===== src/rtl/cordic_entry_controller.sv =====
// Push-button entry controller for a CORDIC engine: debounces a raw button,
// steps through function/operand entry, issues start and latches the result.
module cordic_entry_controller #(
  parameter int unsigned               WIDTH          = 16,
  parameter int unsigned               FUNC_W         = 4,
  parameter int unsigned               DEBOUNCE_COUNT = 50000000,
  parameter logic [(2**FUNC_W)-1:0]    TWO_OP_MASK    = 'h0083,
  parameter int unsigned               TIMEOUT_CYCLES = 1024
) (
  input  logic                      clk,
  input  logic                      rst,
  input  logic                      st,
  input  logic [WIDTH-1:0]          sw_in,
  input  logic                      done,
  input  logic [2*WIDTH-1:0]        result,
  output logic [FUNC_W-1:0]         func,
  output logic signed [WIDTH-1:0]   op1,
  output logic signed [WIDTH-1:0]   op2,
  output logic                      start,
  output logic [2*WIDTH-1:0]        result_q,
  output logic [2:0]                state,
  output logic                      idle,
  output logic                      err
);

  localparam int unsigned DB_W = (DEBOUNCE_COUNT > 1) ? $clog2(DEBOUNCE_COUNT) : 1;
  localparam int unsigned TO_W = (TIMEOUT_CYCLES > 1) ? $clog2(TIMEOUT_CYCLES) : 1;
  localparam logic [DB_W-1:0] DB_LAST = DB_W'(DEBOUNCE_COUNT - 1);
  localparam logic [TO_W-1:0] TO_LAST = TO_W'(TIMEOUT_CYCLES - 1);

  typedef enum logic [2:0] {
    S_IDLE    = 3'd0,
    S_SELECT  = 3'd1,
    S_ENTER1  = 3'd2,
    S_ENTER2  = 3'd3,
    S_READY   = 3'd4,
    S_COMPUTE = 3'd5,
    S_DONE    = 3'd6
  } state_t;

  state_t                   r_state;
  state_t                   w_state_nxt;
  logic                     r_sync1;
  logic                     r_sync2;
  logic                     r_db_level;
  logic [DB_W-1:0]          r_db_cnt;
  logic                     r_press;
  logic [TO_W-1:0]          r_to_cnt;
  logic [FUNC_W-1:0]        r_func;
  logic signed [WIDTH-1:0]  r_op1;
  logic signed [WIDTH-1:0]  r_op2;
  logic                     r_start;
  logic [2*WIDTH-1:0]       r_result_q;
  logic                     r_idle;
  logic                     r_err;

  logic w_timeout;
  logic w_ld_func;
  logic w_ld_op1;
  logic w_ld_op2;
  logic w_start_nxt;
  logic w_ld_res;
  logic w_set_err;
  logic w_to_inc;

  // Two-flop synchroniser, symmetric debounce and rising-edge press pulse
  always_ff @(posedge clk or posedge rst) begin
    if (rst) begin
      r_sync1    <= 1'b0;
      r_sync2    <= 1'b0;
      r_db_level <= 1'b0;
      r_db_cnt   <= '0;
      r_press    <= 1'b0;
    end else begin
      r_sync1 <= st;
      r_sync2 <= r_sync1;
      r_press <= 1'b0;
      if (r_sync2 == r_db_level) begin
        r_db_cnt <= '0;
      end else if (r_db_cnt == DB_LAST) begin
        r_db_level <= r_sync2;
        r_db_cnt   <= '0;
        r_press    <= r_sync2;
      end else begin
        r_db_cnt <= r_db_cnt + DB_W'(1);
      end
    end
  end

  always_ff @(posedge clk or posedge rst) begin
    if (rst) r_state <= S_IDLE;
    else     r_state <= w_state_nxt;
  end

  assign w_timeout = (r_to_cnt == TO_LAST);

  always_comb begin
    w_state_nxt = r_state;
    case (r_state)
      S_IDLE:    if (r_press) w_state_nxt = S_SELECT;
      S_SELECT:  if (r_press) w_state_nxt = S_ENTER1;
      S_ENTER1:  if (r_press) w_state_nxt = TWO_OP_MASK[r_func] ? S_ENTER2 : S_READY;
      S_ENTER2:  if (r_press) w_state_nxt = S_READY;
      S_READY:   if (r_press) w_state_nxt = S_COMPUTE;
      S_COMPUTE: if (done || w_timeout) w_state_nxt = S_DONE;
      S_DONE:    if (r_press) w_state_nxt = S_SELECT;
      default:   w_state_nxt = S_IDLE;
    endcase
  end

  // Load enables for the registered outputs; done beats a coincident timeout
  always_comb begin
    w_ld_func   = 1'b0;
    w_ld_op1    = 1'b0;
    w_ld_op2    = 1'b0;
    w_start_nxt = 1'b0;
    w_ld_res    = 1'b0;
    w_set_err   = 1'b0;
    w_to_inc    = 1'b0;
    case (r_state)
      S_SELECT:  w_ld_func   = r_press;
      S_ENTER1:  w_ld_op1    = r_press;
      S_ENTER2:  w_ld_op2    = r_press;
      S_READY:   w_start_nxt = r_press;
      S_COMPUTE: begin
        w_ld_res  = done;
        w_set_err = !done && w_timeout;
        w_to_inc  = !done && !w_timeout;
      end
      default: ;
    endcase
  end

  always_ff @(posedge clk or posedge rst) begin
    if (rst) begin
      r_func     <= '0;
      r_op1      <= '0;
      r_op2      <= '0;
      r_start    <= 1'b0;
      r_result_q <= '0;
      r_idle     <= 1'b1;
      r_err      <= 1'b0;
      r_to_cnt   <= '0;
    end else begin
      r_start <= w_start_nxt;
      r_idle  <= (w_state_nxt == S_IDLE);
      if (w_ld_func) r_func <= sw_in[FUNC_W-1:0];
      if (w_ld_op1)  r_op1  <= sw_in;
      if (w_ld_op2)  r_op2  <= sw_in;
      if (w_ld_res)  r_result_q <= result;
      if (w_ld_res)       r_err <= 1'b0;
      else if (w_set_err) r_err <= 1'b1;
      if (w_start_nxt)   r_to_cnt <= '0;
      else if (w_to_inc) r_to_cnt <= r_to_cnt + TO_W'(1);
    end
  end

  assign func     = r_func;
  assign op1      = r_op1;
  assign op2      = r_op2;
  assign start    = r_start;
  assign result_q = r_result_q;
  assign state    = r_state;
  assign idle     = r_idle;
  assign err      = r_err;

endmodule


===== config.mk =====
export PLATFORM = sky130hd
export DESIGN_NAME = cordic_entry_controller
export DESIGN_NICKNAME = d
export VERILOG_FILES = /design/src/rtl/cordic_entry_controller.sv
export SDC_FILE = /design/constraint.sdc
export NUM_CORES = 1
export LEC_CHECK = 0
export CORE_MARGIN = 1
export CORE_UTILIZATION = 40
export DETAILED_ROUTE_END_ITERATION = 12
export MAX_ROUTING_LAYER = met4
export PLACE_DENSITY = 0.68
export SYNTH_ARGS = -nofsm -noshare
export SYNTH_HDL_FRONTEND = slang
export SYNTH_SLANG_ARGS = --single-unit

===== constraint.sdc =====
create_clock -name clk -period 5.45 [get_ports clk]
set_clock_uncertainty 0.1 [all_clocks]
set_input_delay 1.09 -clock clk [delete_from_list [all_inputs] [get_ports clk]]
set_output_delay 1.09 -clock clk [all_outputs]
set_load 0.01 [all_outputs]

==> run metrics <==
#FFs+latches synth 114; Post-CTS Setup Bufs 0; critical path data arrival time 3140 ps; max_cap viols 0; slew at the pin with the worst max-slew slack 1080 ps; worst min path class reg2reg; IO Port Bufs 125; xor and xnor area share after synthesis 2.16%; die span in x 112 um; htree depth 4; Worst path slowest cell nor4bb_1; cts-stage hold buffer count 0; Worst EP required 5680 ps; failing checks DRC; mux cell area share after synthesis 16.5%; main combinational cell family by area after synthesis multiplexers; Seq/Total Area, Yosys 58.8%; Synth top area share 58.2%; Core Rows 39; DP HPWL 7250 um; core area 11600 um^2; layout cells sized above 1 21.8%; first-pass GRT wire length 17800 um; Cells after Synth 389; clk buf depth 2; Compound-Gate Fraction of Synth Area 7.27%; clock transition at the registers of the reported paths 60 ps; All-Layer GR Usage 18.3%; Peak VDD IR 158 uV; max-slew violations 0; Final ANT Viol Nets 0; Cells after DPL 648; Worst Setup Start Kind primary input; slowest stage delay, CP 560 ps; vias in the first global route 3768; fraction of registers with async set/reset 100%; CTS Buf Count 17; # resized after CTS 0; crit-path cells clkdlybuf4s50_1, nor4bb_1, o31ai_1, buf_4, or4_1, a21oi_1; nets@finish 578; grt total ovfl 0; largest net degree at the start of global routing 90; violation count after the first detailed-route iteration 148; synthesized area per cell 12.5 um^2; die footprint 12600 um^2; outcome complete, but fails checks; setup tns final 0 ps; clock latency on the worst-skew pair 400 ps; Netlist cell types 47; Initial Utilization 41.8%; cell taking the most area after synthesis dfrtp_1; P per Cell Area 288 nW/um^2; worst setup margin 2540 ps; relative slew slack 27.7%; Ys Warns 0; post-route insts no fill 680; fin crit period 2910 ps; P&R area growth vs syn 40.4%; Area contributors post-synth dfrtp_1 (58%), mux2_2 (16%), a21oi_1 (1.9%), xnor2_1 (1.8%), nand3_1 (1.6%); RSZ-0062 raised after global routing false; syn_nets 443; clk sinks 114; ant diodes 0; design area 6820 um^2; antenna violations before repair 0; crit path capture type flip-flop; Detailed Route WL 10600 um; overall power 1.96 mW; CTS tree done; upper clock frequency limit 0.343 GHz; crit-path max FO 17; Synth Area in Adders 0.515%; Fillers 973; Syn Std Cell Area 4850 um^2; Final Wtd Congestion 0.765; Final Hold Viols 0; Post-synth EDFFs 0; Setup violations, final 0; top cells by count, synth dfrtp_1 (113), mux2_2 (69), nor2_1 (19), a21oi_1 (18), nand2_1 (18); simple-gate portion of the synthesized area 12.4%; routed len/inst 15.6 um; Vias per Instance 5.25; DRC errors left 9; drt first pass iters 8; ys flop type dfrtp_1; static leakage 2.96 nW; CP Class in2reg; clk root buf clkbuf_16; Die Y 112 um; most frequent cell after synthesis dfrtp_1; Placed Instance Area 6260 um^2; Final Cycle Share 53.5%; Ports 126; DR vias 3570; Place WS 2140 ps
[metrics by stage]
| step | hold slack [ps] | util, % |
|---|---|---|
| floorplan | 231 | - |
| global placement | 239 | 53.9 |
| detailed placement | 236 | 53.9 |
| CTS | 251 | 58.7 |
| global route | 256 | 58.7 |
| finish | 247 | 58.7 |
[cell families after synthesis]
kind of cell    after synthesis
mux                          71
simple gates                109
fa+ha+maj                     2
buf+inv                      27
flops                       114
compound gates               54
xor+xnor                     12
[worst max-delay path: cells and delay by family]
| family | cells | cell delay (ps) |
|---|---|---|
| compound gates | 2 | 310 |
| simple gates | 2 | 1060 |
| buf+inv | 2 | 660 |
[per-layer routing]
layer	track usage, %	vias to the layer above	part of all wire, %
met5	-	-	0
met4	5.87	0	0.58
met3	4.10	7	3.9
met2	29.5	97	49
met1	22.9	1777	46
li1	-	1689	-
[worst paths after layout]
path	start	to	slack [ps]	cells after the start
min in group asynchronous	rst	result_q[28]$_DFFE_PP0P_	1210	2
hold reg to reg	r_sync1$_DFF_PP0_	r_sync2$_DFF_PP0_	250	0
max in group asynchronous	rst	op2[15]$_DFFE_PP0P_	3060	3
setup / recovery	done	r_to_cnt[9]$_DFFE_PP0P_	2540	6
hold / removal	r_sync1$_DFF_PP0_	r_sync2$_DFF_PP0_	250	0
setup reg to reg	r_db_cnt[16]$_DFF_PP0_	r_db_cnt[24]$_DFF_PP0_	2750	5
[area by class of cell]
| cell class | instances | area, um^2 | share of cell area [%] |
|---|---|---|---|
| flip-flops and latches | 114 | 2850 | 41.9 |
| clock inverters | 13 | 101 | 1.49 |
| inverters | 13 | 51.3 | 0.753 |
| repair buffers | 130 | 1290 | 18.9 |
| multi-input cells | 248 | 1890 | 27.7 |
| well taps | 143 | 179 | 2.62 |
| clock buffers | 19 | 453 | 6.64 |
[where the power goes]
part,leakage (nW),switching [mW],internal [mW]
logic,1.17,0.0343,0.0501
clock network,0.263,0.409,0.610
registers,1.53,0.00529,0.856
total,2.96,0.448,1.52
[sequential cells by signal, indices dropped and copies added, names as in the netlist]
register,count
err,1
func,4
idle,1
op1,16
op2,16
r_db_cnt,26
r_db_level,1
r_press,1
r_sync1,1
r_sync2,1
r_to_cnt,10
result_q,32
start,1
state,3
[placed cells by master (no fill, tap or decap), types with 3 or more instances in the layout]
master / count
xnor2_1: 10
nand2_1: 18
mux2_2: 69
nor4_1: 3
a211oi_1: 3
buf_4: 5
clkbuf_16: 17
clkinv_4: 3
o31ai_1: 9
and3_1: 3
clkinvlp_4: 4
clkdlybuf4s50_1: 125
dfrtp_1: 113
nor3_1: 6
inv_6: 4
or4_1: 9
nand3_1: 16
inv_1: 12
nor2_1: 19
a21oi_1: 18
or3_1: 10
o21ai_0: 13
o211ai_1: 3
nand4_1: 8
Power figures use the tool's default switching activity.
